$ cat config.mk
export PLATFORM = sky130hd
export DESIGN_NAME = hr_dpwm_seq
export DESIGN_NICKNAME = d
export VERILOG_FILES = /design/src/rtl/hr_dpwm_seq.sv
export SDC_FILE = /design/constraint.sdc
export NUM_CORES = 1
export LEC_CHECK = 0
export BUFFER_PORTS_ARGS = -buffer_cell sky130_fd_sc_hd__buf_2
export CAP_MARGIN = 20
export CELL_PAD_IN_SITES_DETAIL_PLACEMENT = 1
export CELL_PAD_IN_SITES_GLOBAL_PLACEMENT = 1
export CORE_UTILIZATION = 30
export DETAILED_ROUTE_END_ITERATION = 8
export GPL_TIMING_DRIVEN = 0
export PLACE_DENSITY = 0.65
export SYNTH_ARGS = -nofsm -noshare
export SYNTH_HDL_FRONTEND = slang
export SYNTH_SLANG_ARGS = --single-unit
$ cat constraint.sdc
create_clock -name clk_base -period 9.6 [get_ports clk_base]
set_input_delay 1.92 -clock clk_base [delete_from_list [all_inputs] [get_ports clk_base]]
set_output_delay 1.92 -clock clk_base [all_outputs]
set_load 0.05 [all_outputs]
$ cat src/rtl/hr_dpwm_seq.sv
// hr_dpwm_seq: period-synchronous configuration sequencer for the HR DPWM core.
// It holds one shadowed duty/dead-time request. At each period wrap it drives the
// core's H_on / L_on / DeadTime words. It also handles the soft-start ramp, the
// soft-stop ramp and the latched fault shutdown.
module hr_dpwm_seq #(
    parameter int DE_bits   = 6,
    parameter int Dc_length = 13,
    parameter int PERIOD    = 2**Dc_length - 1,
    parameter int DT_MIN    = 16,
    parameter int DT_MAX    = 1023,
    parameter int SS_STEP   = 256
) (
    input  logic                 clk_base,
    input  logic                 rst,
    input  logic                 enable,
    input  logic                 fault,
    input  logic                 period_start,
    input  logic [Dc_length-1:0] duty_req,
    input  logic [Dc_length-1:0] dead_req,
    input  logic                 req_valid,
    output logic                 req_ready,
    output logic [Dc_length-1:0] H_on,
    output logic [Dc_length-1:0] L_on,
    output logic [Dc_length-1:0] DeadTime,
    output logic                 cfg_strobe,
    output logic [1:0]           state,
    output logic                 fault_latched
);
    localparam int W  = Dc_length;
    localparam int WX = Dc_length + 2;   // headroom so 2*dead and sums never wrap
    localparam logic [WX-1:0] PERIOD_X = WX'(PERIOD);
    localparam logic [W-1:0]  DT_MIN_W = W'(DT_MIN);
    localparam logic [W-1:0]  DT_MAX_W = W'(DT_MAX);
    localparam logic [W-1:0]  SS_W     = W'(SS_STEP);
    localparam logic [WX-1:0] SS_X     = WX'(SS_STEP);

    // The fine delay bits must leave a coarse counter field. Dead time must also fit twice into a period.
    if (DE_bits >= Dc_length || 2 * DT_MAX >= PERIOD) begin : g_bad_cfg
        $error("hr_dpwm_seq: inconsistent DE_bits / DT_MAX for Dc_length");
    end

    typedef enum logic [1:0] {
        S_IDLE       = 2'd0,
        S_SOFT_START = 2'd1,
        S_RUN        = 2'd2,
        S_SOFT_STOP  = 2'd3
    } state_t;

    state_t         state_q, state_d;
    logic [W-1:0]   h_q, h_d, l_q, l_d, dt_q, dt_d;
    logic           strobe_q, strobe_d, flt_q, flt_d;
    logic           full_q, full_d;
    logic [W-1:0]   sduty_q, sduty_d, sdead_q, sdead_d;
    logic [W-1:0]   tgt_h_q, tgt_h_d, tgt_dt_q, tgt_dt_d;

    logic           accept, transfer, up_done;
    logic [W-1:0]   dead_c, duty_c, tgt_h_eff, tgt_dt_eff, h_up, h_dn;
    logic [WX-1:0]  lim_x, up_x;

    // Low-side on-time fills what is left of the period after both dead bands.
    function automatic logic [W-1:0] l_of(input logic [W-1:0] h, input logic [W-1:0] dt);
        logic [WX-1:0] lx;
        lx = PERIOD_X - (WX'(dt) << 1) - WX'(h);
        return (lx[WX-1:W] != '0) ? '0 : lx[W-1:0];
    endfunction

    assign req_ready = !full_q && !flt_q;
    assign accept    = req_valid && req_ready;
    assign transfer  = period_start && full_q;

    // Clamp the shadowed request into a legal target, and build the ramp candidates.
    always_comb begin
        dead_c = sdead_q;
        if (sdead_q < DT_MIN_W)
            dead_c = DT_MIN_W;
        else if (sdead_q > DT_MAX_W)
            dead_c = DT_MAX_W;
        lim_x      = PERIOD_X - (WX'(dead_c) << 1);
        duty_c     = (WX'(sduty_q) > lim_x) ? lim_x[W-1:0] : sduty_q;
        tgt_h_eff  = transfer ? duty_c : tgt_h_q;
        tgt_dt_eff = transfer ? dead_c : tgt_dt_q;
        up_x       = WX'(h_q) + SS_X;
        up_done    = up_x >= WX'(tgt_h_eff);
        h_up       = up_done ? tgt_h_eff : up_x[W-1:0];
        h_dn       = (h_q > SS_W) ? h_q - SS_W : '0;
    end

    // State register
    always_ff @(posedge clk_base) begin
        if (rst) state_q <= S_IDLE;
        else     state_q <= state_d;
    end

    // Next state: enable acts on any cycle, ramp completion only at a period wrap
    always_comb begin
        state_d = state_q;
        if (fault) begin
            state_d = S_IDLE;
        end else begin
            case (state_q)
                S_IDLE:       if (enable && !flt_q) state_d = S_SOFT_START;
                S_SOFT_START: if (!enable) state_d = S_SOFT_STOP;
                              else if (period_start && up_done) state_d = S_RUN;
                S_RUN:        if (!enable) state_d = S_SOFT_STOP;
                S_SOFT_STOP:  if (enable) state_d = S_SOFT_START;
                              else if (period_start && h_dn == '0) state_d = S_IDLE;
                default:      state_d = S_IDLE;
            endcase
        end
    end

    // Output words: fault forces a safe load at once, otherwise load once per period
    always_comb begin
        h_d      = h_q;
        l_d      = l_q;
        dt_d     = dt_q;
        strobe_d = 1'b0;
        if (fault) begin
            h_d      = '0;
            l_d      = '0;
            dt_d     = DT_MIN_W;
            strobe_d = 1'b1;
        end else if (period_start) begin
            strobe_d = 1'b1;
            case (state_q)
                S_SOFT_START: begin
                    h_d  = h_up;
                    dt_d = tgt_dt_eff;
                    l_d  = l_of(h_up, tgt_dt_eff);
                end
                S_RUN: begin
                    h_d  = tgt_h_eff;
                    dt_d = tgt_dt_eff;
                    l_d  = l_of(tgt_h_eff, tgt_dt_eff);
                end
                S_SOFT_STOP: begin
                    h_d = h_dn;
                    if (h_dn == '0) begin
                        l_d  = '0;
                        dt_d = DT_MIN_W;
                    end else begin
                        l_d = l_of(h_dn, dt_q);
                    end
                end
                default: begin
                    h_d  = '0;
                    l_d  = '0;
                    dt_d = DT_MIN_W;
                end
            endcase
        end
    end

    // Shadow, target and fault latch next state. Targets survive a fault, but the shadow does not.
    always_comb begin
        full_d   = full_q;
        sduty_d  = sduty_q;
        sdead_d  = sdead_q;
        tgt_h_d  = tgt_h_q;
        tgt_dt_d = tgt_dt_q;
        flt_d    = fault || (flt_q && enable);
        if (fault) begin
            full_d = 1'b0;
        end else if (transfer) begin
            full_d   = 1'b0;
            tgt_h_d  = duty_c;
            tgt_dt_d = dead_c;
        end else if (accept) begin
            full_d  = 1'b1;
            sduty_d = duty_req;
            sdead_d = dead_req;
        end
    end

    // Datapath, shadow and flag registers
    always_ff @(posedge clk_base) begin
        if (rst) begin
            h_q      <= '0;
            l_q      <= '0;
            dt_q     <= DT_MIN_W;
            strobe_q <= 1'b0;
            flt_q    <= 1'b0;
            full_q   <= 1'b0;
            sduty_q  <= '0;
            sdead_q  <= '0;
            tgt_h_q  <= '0;
            tgt_dt_q <= DT_MIN_W;
        end else begin
            h_q      <= h_d;
            l_q      <= l_d;
            dt_q     <= dt_d;
            strobe_q <= strobe_d;
            flt_q    <= flt_d;
            full_q   <= full_d;
            sduty_q  <= sduty_d;
            sdead_q  <= sdead_d;
            tgt_h_q  <= tgt_h_d;
            tgt_dt_q <= tgt_dt_d;
        end
    end

    assign H_on          = h_q;
    assign L_on          = l_q;
    assign DeadTime      = dt_q;
    assign cfg_strobe    = strobe_q;
    assign state         = state_q;
    assign fault_latched = flt_q;
endmodule

==> reports/results.md <==
| Parameter | This run | Unit |
|---|---|---|
| Average cell area after synthesis | 7.92 | um2 |
| Class of the worst hold path | reg2reg | - |
| Clock edge transition at the registers on the reported setup and hold paths | 0.08 | ns |
| Measured slew at the worst slew-check pin | 1.07 | ns |
| Filler instances | 2845 | - |
| Slowest stage cell on the critical path | a211oi_1 | - |
| Top-level I/O count | 76 | - |
| Leading area contributor after synthesis | dfxtp_1 | - |
| Period utilisation layout | 92.0 | % |
| Share of total power in the clock network | 37.7 | % |
| Final Worst Setup Slack | 0.764 | ns |
| Setup-failing EPs final | 0 | - |
| Crit-path max FO | 10 | - |
| Area used by multi-input combinational logic | 0.00480 | mm2 |
| Endpoint kind of the worst setup timing path | flip-flop | - |
| Placed standard-cell area | 0.00785 | mm2 |
| Kind of start point of the critical path | flip-flop | - |
| Vias per cell | 5.22 | - |
| Outcome | finished, final reports clean | - |
| Pin count of the biggest net entering global routing | 19 | - |
| DRT iter0 DRCs | 320 | - |
| Wire length per cell after detailed routing | 18.4 | um |
| Switching power as a share of total power | 32.6 | % |
| Leakage component of the power | 3.29 | nW |
| Gr ovfl total | 0 | - |
| CTS tree | built | - |
| Hold Vio Cnt, Final | 0 | - |
| Critical path type | reg2reg | - |
| Combinational Power Share | 20.5 | % |
| Fin crit period | 8.84 | ns |
| Total power divided by cell area | 122 | mW/mm2 |
| Via count of the first global-routing pass | 6886 | - |
| Antenna diode count | 0 | - |
| Async set or reset register ratio after synthesis | 0 | % |
| CP peak stage delay | 0.70 | ns |
| EDFF count, synth | 0 | - |
| VDD IR-drop max | 0.0000715 | V |
| Resize count post-CTS | 0 | - |
| Placeable core area | 0.0229 | mm2 |
| Power, Total | 991 | uW |
| Std cell rows | 55 | - |
| CTS Buf Count | 9 | - |
| Non-filler instance count after layout | 1299 | - |
| Yosys synthesis warning count | 0 | - |
| Fraction of the yosys area taken by sequential cells | 27.1 | % |
| Part of the total power dissipated in sequential elements | 41.8 | % |
| Number of clock sinks seen by CTS | 96 | - |
| Layout area overhead | 15.0 | % |
| Cell count after placement | 1283 | - |
| Number of buffers between clock root and the deepest sink | 2 | - |
| Starting density of the core | 30.9 | % |
| Post-DP HPWL | 19.5 | mm |
| Top post-synthesis cells by area | dfxtp_1 27%, ha_1 14%, nand2_1 6.5% | - |
| Final WL | 23.8 | mm |
| Total number of vias | 6784 | - |
| Initial antenna violation count | 0 | - |
| Clock latency of the later-clocked register in the worst-skew pair | 0.36 | ns |
| X dimension of the die | 156 | um |
| Sequential cell area in the final layout | 0.00192 | mm2 |
| Fin area | 0.00815 | mm2 |
| RSZ-0062 raised after global routing | no | - |
| Cell chosen for the clock root | clkbuf_16 | - |
| Library cell with the highest instance count after synthesis | nand2_1 | - |
| Count of different cell masters after synthesis | 75 | - |
| Clock skew after layout | 0.0125 | ns |
| Buffers inserted by post-CTS timing repair | 0 | - |
| Area enclosed by the die boundary | 0.0242 | mm2 |
| GRT Util Overall | 20.5 | % |
| Number of max-slew violations in the final report | 0 | - |
| Total of hold buffers inserted after clock tree synthesis | 0 | - |
| Synth cell count leaders | 123 x nand2_1, 96 x dfxtp_1, 82 x nor2_1 | - |
| Count of mapped cells out of synthesis | 895 | - |
| Max-capacitance violation count | 0 | - |
| Switching Power | 323 | uW |
| Worst endpoint data arrival time | 9.11 | ns |
| Top cell type's share of synthesized area | 27.1 | % |
| Internal power | 668 | uW |
| Fraction of final layout cells with drive strength greater than 1 | 13.3 | % |
| Register bit count reported by yosys | 96 | - |
| Nets | 1096 | - |
| Global-route wire length before repair | 38.4 | mm |
| Drc violations | 0 | - |
| Maximum achievable frequency | 0.113 | GHz |
| Post-Syn Area | 0.00709 | mm2 |
| Req. time, crit path | 9.88 | ns |
| Setup Total Neg Slack | 0 | ns |
| DRT antenna net count | 0 | - |
| Chip height | 156 | um |
| Detailed Routing Iterations Pass 1 | 5 | - |
| Port Buf Inserts | 74 | - |
| Final Wtd Congestion | 0.875 | - |
| Post-placement setup slack | 0.777 | ns |
| Primary FF master, synth | dfxtp_1 | - |
| Worst slew margin relative to its limit | 28.2 | % |
| Clock H-tree levels | 3 | - |
-- metrics by stage --
step	hold slack [ns]	utilization, %
after floorplan	0.431	-
after detailed placement	0.447	34.3
after global routing	0.472	35.6
after global placement	0.439	34.3
after CTS	0.458	35.6
final	0.458	35.6
-- power by group through the flow --
stage          Clock (mW)  Combinational [mW]  Sequential, mW
6_report            0.374               0.203           0.414
5_1_grt             0.401               0.226           0.416
4_1_cts             0.382               0.204           0.414
3_5_place_dp            0               0.203           0.424
3_3_place_gp            0               0.200           0.424
2_1_floorplan           0               0.136           0.430
-- state kept, by name, indices dropped and copies added, names as in the netlist --
register and cells:
state 2, tgt_dt_q 13, L_on 13, DeadTime 13, sdead_q 13, tgt_h_q 13
sduty_q 13, full_q 1, cfg_strobe 1, H_on 13, fault_latched 1
-- worst max-delay path, delay by kind of cell (launching register included) --
family,cells,cell delay [ns]
multiplexers,3,0.94
buffers and inverters,5,1.39
AND/OR/NAND/NOR,6,1.33
adder cells (fa/ha/maj),4,1.27
AO/OA/AOI/OAI,14,3.48
flip-flops,1,0.32
-- cell usage in the layout (no fill, tap or decap), types with 11 or more instances in the layout --
master	netlist	final
nor2b_1	11	11
ha_1	80	80
a21oi_1	81	81
nor2_1	82	82
nand2b_1	11	11
o21ai_0	51	51
mux2i_1	21	21
xnor2_1	19	19
buf_2	3	77
inv_1	52	52
nand2_1	123	123
dfxtp_1	96	96
clkbuf_1	33	33
nor3_1	13	13
a211oi_1	24	24
nand3_1	14	14
xor2_1	12	12
-- routing by layer --
metal / up-vias / track usage (%) / share of wire, %
met5: - / 0 / 0
li1: 3371 / - / -
met4: 0 / 6.07 / 2.2
met2: 138 / 35.7 / 48
met1: 3245 / 26.3 / 47
met3: 30 / 2.78 / 2.9
-- logic make-up (layout without fill, tap and decap cells) --
| family | count (synthesis) | after routing | synth area share (%) |
|---|---|---|---|
| AND/OR/NAND/NOR | 298 | 298 | 19.4 |
| AO/OA/AOI/OAI | 264 | 264 | 25.2 |
| flip-flops | 96 | 96 | 27.1 |
| buffers and inverters | 94 | 184 | 5.24 |
| adder cells (fa/ha/maj) | 83 | 83 | 15.0 |
| XOR/XNOR | 31 | 31 | 3.83 |
| multiplexers | 28 | 28 | 4.13 |
| other | 1 | 2 | 0.0529 |
-- final timing paths --
path                                  start     endpoint  slack [ns]  cells after the start
worst min register to register  sdead_q[10]  sdead_q[10]        0.46                      2
worst max-delay path            sdead_q[12]      L_on[0]        0.76                     32
worst min-delay path            sdead_q[10]  sdead_q[10]        0.46                      2
worst max register to register  sdead_q[12]      L_on[0]        0.76                     32
-- layout make-up --
| cell class | instances | area share (%) |
|---|---|---|
| clock buffer | 10 | 2.93 |
| buffer | 40 | 2.07 |
| sequential | 96 | 23.6 |
| tap | 313 | 4.81 |
| multi-input combinational | 706 | 58.9 |
| timing repair buffer | 74 | 4.54 |
| clock inverter | 6 | 0.691 |
| inverter | 54 | 2.49 |
No activity file was read; power rests on OpenSTA's default activity.
